<file path="src/rtl/branch_resolution_unit.sv">
// branch_resolution_unit
//   MEM-stage branch resolver. Compares each resolved branch or jump with the
//   prediction made at IF. On a misprediction it issues a one-cycle redirect
//   and holds a multi-cycle front-end flush. It also queues predictor training
//   updates (BTB target plus the new 2-bit counter) for the predictor write port.
//
//   Optional feature macro: BRU_STATS_EN adds the saturating statistics
//   counters stat_branches and stat_mispredicts.
//
// Ports
//   clk, rst                 clock, asynchronous active-high reset
//   mem_*                    resolved MEM-stage instruction and its IF prediction
//   upd_ready / upd_valid    update port handshake; upd_pc/target/taken/counter
//                            carry the queue head entry
//   redirect_valid/pc        one-cycle fetch redirect
//   flush                    squash IF/ID/EX
//   mem_stall                hold MEM because the update queue is full
//   stat_branches/mispredicts  statistics (BRU_STATS_EN only)
//   state_dbg                resolver FSM state (0 = IDLE, 1 = FLUSH)
//
// Handshake: an update transfers on every rising edge where upd_valid and
// upd_ready are both high; upd_valid never depends on upd_ready.
module branch_resolution_unit #(
   parameter int DEPTH        = 4,
   parameter int FLUSH_CYCLES = 3,
   parameter int CNT_W        = 32
) (
   input  logic              clk,
   input  logic              rst,
   input  logic              mem_valid,
   input  logic              mem_is_branch,
   input  logic              mem_is_jump,
   input  logic [31:0]       mem_pc,
   input  logic              mem_br_en,
   input  logic [31:0]       mem_target,
   input  logic              mem_BTB_hit,
   input  logic [1:0]        mem_predicted_outcome,
   input  logic [31:0]       mem_predicted_target,
   input  logic              upd_ready,
   output logic              upd_valid,
   output logic [31:0]       upd_pc,
   output logic [31:0]       upd_target,
   output logic              upd_taken,
   output logic [1:0]        upd_counter,
   output logic              redirect_valid,
   output logic [31:0]       redirect_pc,
   output logic              flush,
   output logic              mem_stall,
`ifdef BRU_STATS_EN
   output logic [CNT_W-1:0]  stat_branches,
   output logic [CNT_W-1:0]  stat_mispredicts,
`endif
   output logic              state_dbg
);

   localparam int PTR_W = (DEPTH > 1) ? $clog2(DEPTH) : 1;
   localparam int FC_W  = (FLUSH_CYCLES > 1) ? $clog2(FLUSH_CYCLES) : 1;

   typedef enum logic {ST_IDLE = 1'b0, ST_FLUSH = 1'b1} state_t;

   state_t            state;
   logic [FC_W-1:0]   flush_cnt;

   // Update queue storage and pointers
   logic [31:0]       q_pc     [DEPTH];
   logic [31:0]       q_target [DEPTH];
   logic              q_taken  [DEPTH];
   logic [1:0]        q_ctr    [DEPTH];
   logic [PTR_W-1:0]  wr_ptr;
   logic [PTR_W-1:0]  rd_ptr;
   logic [PTR_W:0]    count;

   logic              cand;
   logic              pred_taken;
   logic              act_taken;
   logic              mispredict;
   logic [31:0]       correct_pc;
   logic [1:0]        new_ctr;
   logic              needs_entry;
   logic              full;
   logic              accept;
   logic              push;
   logic              pop;

   // ---------------- Resolution ----------------
   assign cand        = mem_valid & (mem_is_branch | mem_is_jump) & (state == ST_IDLE);
   assign pred_taken  = mem_BTB_hit & mem_predicted_outcome[1];
   assign act_taken   = mem_is_jump | (mem_is_branch & mem_br_en);
   assign mispredict  = (pred_taken != act_taken) |
                        (pred_taken & act_taken & (mem_predicted_target != mem_target));
   // 32-bit add wraps naturally, so 0xFFFFFFFC + 4 gives 0
   assign correct_pc  = act_taken ? mem_target : (mem_pc + 32'd4);

   always_comb begin
      new_ctr = mem_predicted_outcome;
      if (mem_BTB_hit) begin
         if (act_taken)
            new_ctr = (mem_predicted_outcome == 2'b11) ? 2'b11 : mem_predicted_outcome + 2'b01;
         else
            new_ctr = (mem_predicted_outcome == 2'b00) ? 2'b00 : mem_predicted_outcome - 2'b01;
      end else begin
         // Fresh allocation starts weakly taken
         new_ctr = 2'b10;
      end
   end

   // A BTB miss that is not taken produces no training entry
   assign needs_entry = cand & (mem_BTB_hit | act_taken);
   // Full test deliberately ignores a same-cycle pop
   assign full        = (count == (PTR_W+1)'(DEPTH));
   assign mem_stall   = needs_entry & full;
   assign accept      = cand & ~mem_stall;
   assign push        = accept & needs_entry;
   assign pop         = upd_valid & upd_ready;

   // ---------------- Update queue ----------------
   assign upd_valid   = (count != '0);
   assign upd_pc      = upd_valid ? q_pc[rd_ptr]     : 32'd0;
   assign upd_target  = upd_valid ? q_target[rd_ptr] : 32'd0;
   assign upd_taken   = upd_valid ? q_taken[rd_ptr]  : 1'b0;
   assign upd_counter = upd_valid ? q_ctr[rd_ptr]    : 2'b00;

   always_ff @(posedge clk) begin
      if (push) begin
         q_pc[wr_ptr]     <= mem_pc;
         q_target[wr_ptr] <= mem_target;
         q_taken[wr_ptr]  <= act_taken;
         q_ctr[wr_ptr]    <= new_ctr;
      end
   end

   always_ff @(posedge clk or posedge rst) begin
      if (rst) begin
         wr_ptr <= '0;
         rd_ptr <= '0;
         count  <= '0;
      end else begin
         if (push) wr_ptr <= wr_ptr + PTR_W'(1);
         if (pop)  rd_ptr <= rd_ptr + PTR_W'(1);
         case ({push, pop})
            2'b10:   count <= count + (PTR_W+1)'(1);
            2'b01:   count <= count - (PTR_W+1)'(1);
            default: count <= count;
         endcase
      end
   end

   // ---------------- Redirect / flush FSM ----------------
   always_ff @(posedge clk or posedge rst) begin
      if (rst) begin
         state          <= ST_IDLE;
         flush_cnt      <= '0;
         flush          <= 1'b0;
         redirect_valid <= 1'b0;
         redirect_pc    <= 32'd0;
      end else begin
         case (state)
            ST_IDLE: begin
               redirect_valid <= 1'b0;
               if (accept && mispredict) begin
                  state          <= ST_FLUSH;
                  redirect_valid <= 1'b1;
                  redirect_pc    <= correct_pc;
                  flush          <= 1'b1;
                  flush_cnt      <= FC_W'(FLUSH_CYCLES - 1);
               end
            end
            ST_FLUSH: begin
               redirect_valid <= 1'b0;
               if (flush_cnt == '0) begin
                  state <= ST_IDLE;
                  flush <= 1'b0;
               end else begin
                  flush_cnt <= flush_cnt - FC_W'(1);
               end
            end
            default: begin
               state          <= ST_IDLE;
               flush          <= 1'b0;
               redirect_valid <= 1'b0;
            end
         endcase
      end
   end

   assign state_dbg = state;

`ifdef BRU_STATS_EN
   // ---------------- Saturating statistics ----------------
   always_ff @(posedge clk or posedge rst) begin
      if (rst) begin
         stat_branches    <= '0;
         stat_mispredicts <= '0;
      end else begin
         if (accept && (stat_branches != '1))
            stat_branches <= stat_branches + CNT_W'(1);
         if (accept && mispredict && (stat_mispredicts != '1))
            stat_mispredicts <= stat_mispredicts + CNT_W'(1);
      end
   end
`endif

endmodule

</file>
<file path="config.mk">
export PLATFORM = sky130hd
export DESIGN_NAME = branch_resolution_unit
export DESIGN_NICKNAME = d
export VERILOG_FILES = /design/src/rtl/branch_resolution_unit.sv
export SDC_FILE = /design/constraint.sdc
export NUM_CORES = 1
export LEC_CHECK = 0
export ABC_AREA = 1
export CAP_MARGIN = 20
export CORE_UTILIZATION = 31
export CTS_BUF_LIST = sky130_fd_sc_hd__clkbuf_16
export CTS_CLUSTER_DIAMETER = 200
export DETAILED_ROUTE_END_ITERATION = 10
export REMOVE_ABC_BUFFERS = 1
export SETUP_SLACK_MARGIN = 0.05
export SLEW_MARGIN = 10
export SYNTH_ARGS = -nofsm -noshare
export SYNTH_HDL_FRONTEND = slang
export SYNTH_SLANG_ARGS = --single-unit
</file>
<file path="constraint.sdc">
create_clock -name clk -period 9.3 [get_ports clk]
set_clock_uncertainty 0.1 [all_clocks]
set_input_delay 2.325 -clock clk [delete_from_list [all_inputs] [get_ports clk]]
set_output_delay 2.325 -clock clk [all_outputs]
set_load 0.05 [all_outputs]
</file>
==> flow_summary.yaml, run 1 <==
clock_network:
  postCtsResizedCells: 0
  cts_setup_buffers: 0
  clock_latency_ns: 0.52
  cts.reportedPaths.clkPinSlew_ns: 0.06
  clk_path_buf_depth: 3
  root_buffer: "clkbuf_16"
  h-tree-depth: 2
  hold_buffers: 0
  cts_tree: "yes"
  cts_buffers: 36
  clock_sinks: 312
timing:
  rsz0062_at_grt: "false"
  tns_ns: 0
  timing.fmax_ghz: 0.146
  timing.hold.ws_ns: 0.389
  worstMarginPinSlew_ns: 0.971
  setup_viol: 0
  slew_violations: 0
  relSlewSlack: 0.353
  finalCriticalPeriod_ns: 6.86
  hold_viol: 0
  finalCritPeriodShare: 0.738
worst_setup_path:
  critical-path-top-delay-family: "buffers and inverters"
  critPathLaunchType: "input port"
  crit_type: "in2out"
  cpMaxStageDelayCell: "clkdlybuf4s50_1"
  rrSetupSlack_ns: 6.07
  reg2reg_from: "state_dbg"
  worstPathRequired_ns: 6.88
  reg2reg_to: "q_pc[3][27]"
  crit_arrival_ns: 4.44
  cp_max_fo: 29
  path_buf_inv: 3
  r2r.worst_path.cells: 7
  crit_chain: "clkdlybuf4s50_1 -> a21oi_4 -> buf_4 -> nand2_1 -> nand3_1 -> nor2_2 -> clkdlybuf4s50_1"
  cp-end-kind: "output port"
  crit_cells: 7
  slowest_delay_ns: 0.85
  cp_common_cell: "clkdlybuf4s50_1"
routing:
  drc: 0
  wirelength_um: 39500
  routedWlPerCell_um: 18.7
  via_count: 9819
  drt-initial-drc-count: 617
  dr.pass1.iters: 4
  viasPerCell: 4.64
  antenna_left: 0
global_route:
  grtUsageMet2: 0.277
  met1_usage: 0.241
  grt_pass1_vias: 9494
  grt_pass1_wl_um: 58400
  gr-usage-met3: 0.0418
  grt_overflow: 0
  busiest_layer: "met2"
  grt_usage: 0.174
  grt_start_max_net_pins: 85
  antenna_found_initial: 5
finish:
  num_antenna_cells: 0
  fill_cells: 4155
  design_area_um2: 17700
  layout.cells.non_filler: 2114
  final_nets: 1618
  final_layout_size_suffix_gt1_frac: 0.0576
  area_delta_synth_final_pct: 28.1
synth:
  ys_types: 38
  synth_top_area_frac: 0.583
  syn-instance-count: 1304
  synthTopCellsByArea: "edfxtp_1 (58%), nor2_1 (8.5%), dfrtp_1 (8.0%)"
  synth_edf_count: 268
  yosysSeqAreaShare: 0.663
  synthFlopType: "edfxtp_1"
  syn_avg_cell_area_um2: 10.6
  yosys.area.top_type: "edfxtp_1"
  yosysWarnings: 0
  async_reset_ff_frac: 0.141
  synth_seq_cells: 312
  netlist_area_um2: 13800
power:
  power_mw: 6.38
  pwr_density_cell_nw_per_um2: 361
  power.switching_mw: 2.85
  p_leak_nw: 6.41
  power.internal_mw: 3.53
  switching_share: 0.447
  p_comb_frac: 0.483
  p_seq_frac: 0.299
  clockPowerShare: 0.218
  irDropWorstVdd_uv: 201
worst_hold_path:
  hp-start: "redirect_pc[24]"
  whs_endpoint: "redirect_pc[24]"
  hold_path_depth: 2
  hp-class: "reg2reg"
placement:
  dp_cells: 2050
  place_congestion: 0.811
  port_buffers: 209
  hpwlAfterDp_um: 25200
  placed_area_um2: 16500
outcome:
  status: "complete, no violations"
floorplan:
  die_w_um: 213
  rows: 76
  initial_core_util: 0.317
  ios: 210
  core_area_um2: 43500
  dieArea_um2: 45300
  die_h_um: 213
flow_run:
  maxCapViolations: 0
==> final cells by class <==
cell class	instances	area (um2)	share of cell area
clock buffers	37	926	0.0524
clock inverters	27	240	0.0136
inverters	65	245	0.0139
multi-input cells	865	4160	0.235
flip-flops and latches	312	9150	0.518
well taps	585	732	0.0414
repair buffers	223	2210	0.125
==> stage by stage <==
step	util	setup WS [ns]
6_report	0.407	2.44
5_1_grt	0.407	2.33
4_1_cts	0.407	2.43
3_5_place_dp	0.380	2.44
3_3_place_gp	0.379	2.44
2_1_floorplan	-	2.02
==> power groups by stage <==
stage / logic, mW / clock network, mW / registers, mW
final: 3.08 / 1.39 / 1.90
after global routing: 3.31 / 1.48 / 1.93
after CTS: 3.13 / 1.43 / 1.91
after detailed placement: 3.12 / 0 / 1.94
after global placement: 3.09 / 0 / 1.93
after floorplan: 1.69 / 0 / 2.21
==> per-layer routing <==
| layer | vias to the layer above | share of wire |
|---|---|---|
| li1 | 4824 | - |
| met1 | 4698 | 0.46 |
| met2 | 246 | 0.46 |
| met3 | 43 | 0.064 |
| met4 | 8 | 0.013 |
| met5 | - | 0.0013 |
==> tightest hold or removal path, stage by stage, from the launching register on <==
cell and delay [ns]:
dfrtp_1 0.34, nand2_1 0.05, nand2_1 0.06
==> worst max-delay path by stage <==
stage             startpoint           to
2_1_floorplan  mem_is_branch  q_ctr[0][0]
3_3_place_gp   mem_is_branch    mem_stall
3_5_place_dp   mem_is_branch    mem_stall
4_1_cts        mem_is_branch    mem_stall
5_1_grt        mem_is_branch    mem_stall
6_report       mem_is_branch    mem_stall
==> layout by cell type, fill, tap and decap left out, drive strengths merged, types with 9 or more instances in the layout <==
cell and instances:
a21oi 73, buf 14, clkbuf 37, clkdlybuf4s50 209, clkinv 9, dfrtp 44
edfxtp 268, inv 76, mux2i 12, nand2 189, nand3 13, nor2 320
nor3 10, o21ai 174, xnor2 31, xor2 15
==> registers in the layout (all words and copies together) (netlist names) <==
name            cells
state_dbg           1
redirect_valid      1
rd_ptr              2
q_target          128
redirect_pc        32
q_taken             4
flush               1
wr_ptr              2
q_pc              128
count               3
q_ctr               8
flush_cnt           2
==> Yosys cell counts (all sizes together), types with 2 or more instances <==
| cell type | number |
|---|---|
| nand4 | 8 |
| nor2 | 320 |
| xor2 | 15 |
| nor3 | 10 |
| mux2i | 12 |
| nor4 | 2 |
| nand3 | 13 |
| edfxtp | 268 |
| dfrtp | 44 |
| nand3b | 2 |
| clkbuf | 27 |
| a21boi | 2 |
| ha | 8 |
| nand2 | 189 |
| buf | 35 |
| inv | 65 |
| a21oi | 73 |
| xnor2 | 31 |
| o21ai | 174 |
==> logic make-up after synthesis <==
group	after synthesis	synth area share
muxes	12	0.00871
AOI/OAI and AO/OA	252	0.0924
xor gates and xnor gates	46	0.0292
buffers and inverters	127	0.0385
adders and majority gates	9	0.00871
and+or+nand+nor	546	0.159
DFF	312	0.663
No activity file was read; power rests on OpenSTA's default activity.
==> run 2: changes to the inputs <==
==> constraint.sdc (replaced) <==
create_clock -name clk -period 7 [get_ports clk]
set_clock_uncertainty 0.1 [all_clocks]
set_input_delay 1.75 -clock clk [delete_from_list [all_inputs] [get_ports clk]]
set_output_delay 1.75 -clock clk [all_outputs]
set_load 0.05 [all_outputs]
==> run 2 against run 1 <==
Critical path depth down 1. Utilization up 0.18 points. Total power up 34%. Hold slack about the same. Sequential share of layout area fell by 0.23 points. Clock power up 35%. Combinational power up 34%. First-iteration DRC count up 36%. Routed wire length grew 2.4%. Design area grew 0.44%. Die area unchanged.
==> flow_summary.yaml, run 2 (synthesis gave the netlist of run 1 again) <==
outcome:
  status: "complete, no violations"
routing:
  viasPerCell: 4.76
  drc: 0
  drt-initial-drc-count: 841
  via_count: 10100
  dr.pass1.iters: 5
  wirelength_um: 40400
  routedWlPerCell_um: 19.1
  antenna_left: 0
flow_run:
  maxCapViolations: 0
finish:
  multi_input_area_um2: 4160
  layout.cells.non_filler: 2114
  layout.cells.most_common_list: "nor2_1 (308), edfxtp_1 (268), clkdlybuf4s50_1 (209)"
  reg_top3: "q_pc x128, q_target x128, redirect_pc x32"
  layout_commonest_cell: "nor2_1"
  fill_cells: 4183
  final_util: 0.408
  final_layout_size_suffix_gt1_frac: 0.0628
  area_delta_synth_final_pct: 28.6
  final_nets: 1617
  final-seq-area_um2: 9150
timing:
  slew_violations: 0
  finalCriticalPeriod_ns: 5.54
  relSlewSlack: 0.404
  timing.fmax_ghz: 0.180
  hold_viol: 0
  rsz0062_at_grt: "false"
  setup_viol: 0
  finalCritPeriodShare: 0.792
  worstMarginPinSlew_ns: 0.892
  tns_ns: 0
worst_setup_path:
  cp_max_fo: 48
  critPathLaunchType: "flop"
  cpMaxStageDelayCell: "clkdlybuf4s50_1"
  critical-path-top-delay-family: "buffers and inverters"
  crit_type: "reg2out"
  crit_arrival_ns: 3.69
  path_buf_inv: 3
  slowest_delay_ns: 0.87
  timing.critical_path.from: "rd_ptr[1]"
  crit_chain: "inv_2 -> buf_4 -> nor2_1 -> o21ai_0 -> a21oi_1 -> clkdlybuf4s50_1"
  reg2reg_from: "count[0]"
  cp-end-kind: "output port"
  worstPathRequired_ns: 5.15
power:
  p_seq_frac: 0.296
  switching_share: 0.448
  p_leak_nw: 6.43
  power.switching_mw: 3.83
  power.internal_mw: 4.72
  pwr_density_cell_nw_per_um2: 482
  p_comb_frac: 0.484
  clockPowerShare: 0.219
  irDropWorstVdd_uv: 279
clock_network:
  clock_latency_ns: 0.51
  cts.reportedPaths.clkPinSlew_ns: 0.06
  hold_buffers: 0
  h-tree-depth: 2
  cts_tree: "yes"
  postCtsResizedCells: 0
  root_buffer: "clkbuf_16"
  clk_path_buf_depth: 3
  clock_sinks: 312
  cts_buffers: 36
  cts_setup_buffers: 0
global_route:
  grt_pass1_wl_um: 60200
  grt_start_max_net_pins: 98
  antenna_found_initial: 6
  grt_usage: 0.180
  grt_pass1_vias: 9908
  grt_overflow: 0
placement:
  port_buffers: 209
  place_congestion: 0.833
  hpwlAfterDp_um: 25100
  dp_cells: 2048
floorplan:
  die_h_um: 213
  die_w_um: 213
  initial_core_util: 0.317
  ios: 210
  rows: 76
  core_area_um2: 43500
  dieArea_um2: 45300
worst_hold_path:
  hp-class: "reg2reg"
  hp-start: "redirect_pc[10]"
run 2: cell count changes in the layout (fill, tap and decap cells not counted), sizes merged:
cell,change
clkinvlp,-1
diode,+1
clkinv,+3
inv,-2
buf,-1
run 2: power groups by stage:
stage	combinational, mW	clock [mW]	sequential (mW)
2_1_floorplan	2.24	0	2.94
3_3_place_gp	4.14	0	2.56
3_5_place_dp	4.17	0	2.57
4_1_cts	4.19	1.93	2.53
5_1_grt	4.43	2.00	2.56
6_report	4.14	1.88	2.53
run 2: worst reg2reg max path: cells and delay by family, from the launching register on:
family                   cells  cell delay, ns
buffers and inverters        5            1.17
AND/OR/NAND/NOR              3            0.77
adder cells (fa/ha/maj)      2            0.60
flip-flops                   1            0.40
AO/OA/AOI/OAI                1            0.17
run 2: final cells by class:
type                       count  area share
timing repair buffer         222       0.128
clock buffer                  37      0.0522
inverter                      65      0.0138
clock inverter                27      0.0147
antenna                        1    0.000141
sequential                   312       0.516
tap                          585      0.0412
multi-input combinational    865       0.234
run 2: worst paths after layout:
path                                   end  slack [ns]  cells past startpoint
max                         upd_target[22]        1.46                      6
min                        redirect_pc[10]        0.39                      2
max reg2reg                       count[1]        3.71                     11
min in group asynchronous            flush        1.66                      3
min reg2reg                redirect_pc[10]        0.39                      2
max in group asynchronous        rd_ptr[0]        4.61                      3
run 2: metrics by stage:
step / hold WS (ns) / power (mW) / worst slack, ns / cell area, um2
2_1_floorplan: 0.368 / 5.18 / 0.294 / 13500
3_5_place_dp: 0.366 / 6.74 / 1.50 / 16500
4_1_cts: 0.393 / 8.65 / 1.38 / 17700
6_report: 0.389 / 8.55 / 1.46 / 17700
3_3_place_gp: 0.365 / 6.71 / 1.50 / 16500
5_1_grt: 0.405 / 8.99 / 1.26 / 17700
run 2: metal layers:
| metal | up-vias | share of wire | wire, um | GRT usage |
|---|---|---|---|---|
| met5 | - | 0.0016 | 65 | 0 |
| met2 | 317 | 0.47 | 18900 | 0.296 |
| met3 | 55 | 0.069 | 2790 | 0.0418 |
| met1 | 4853 | 0.44 | 17900 | 0.238 |
| li1 | 4833 | - | - | - |
| met4 | 10 | 0.020 | 812 | 0.0449 |
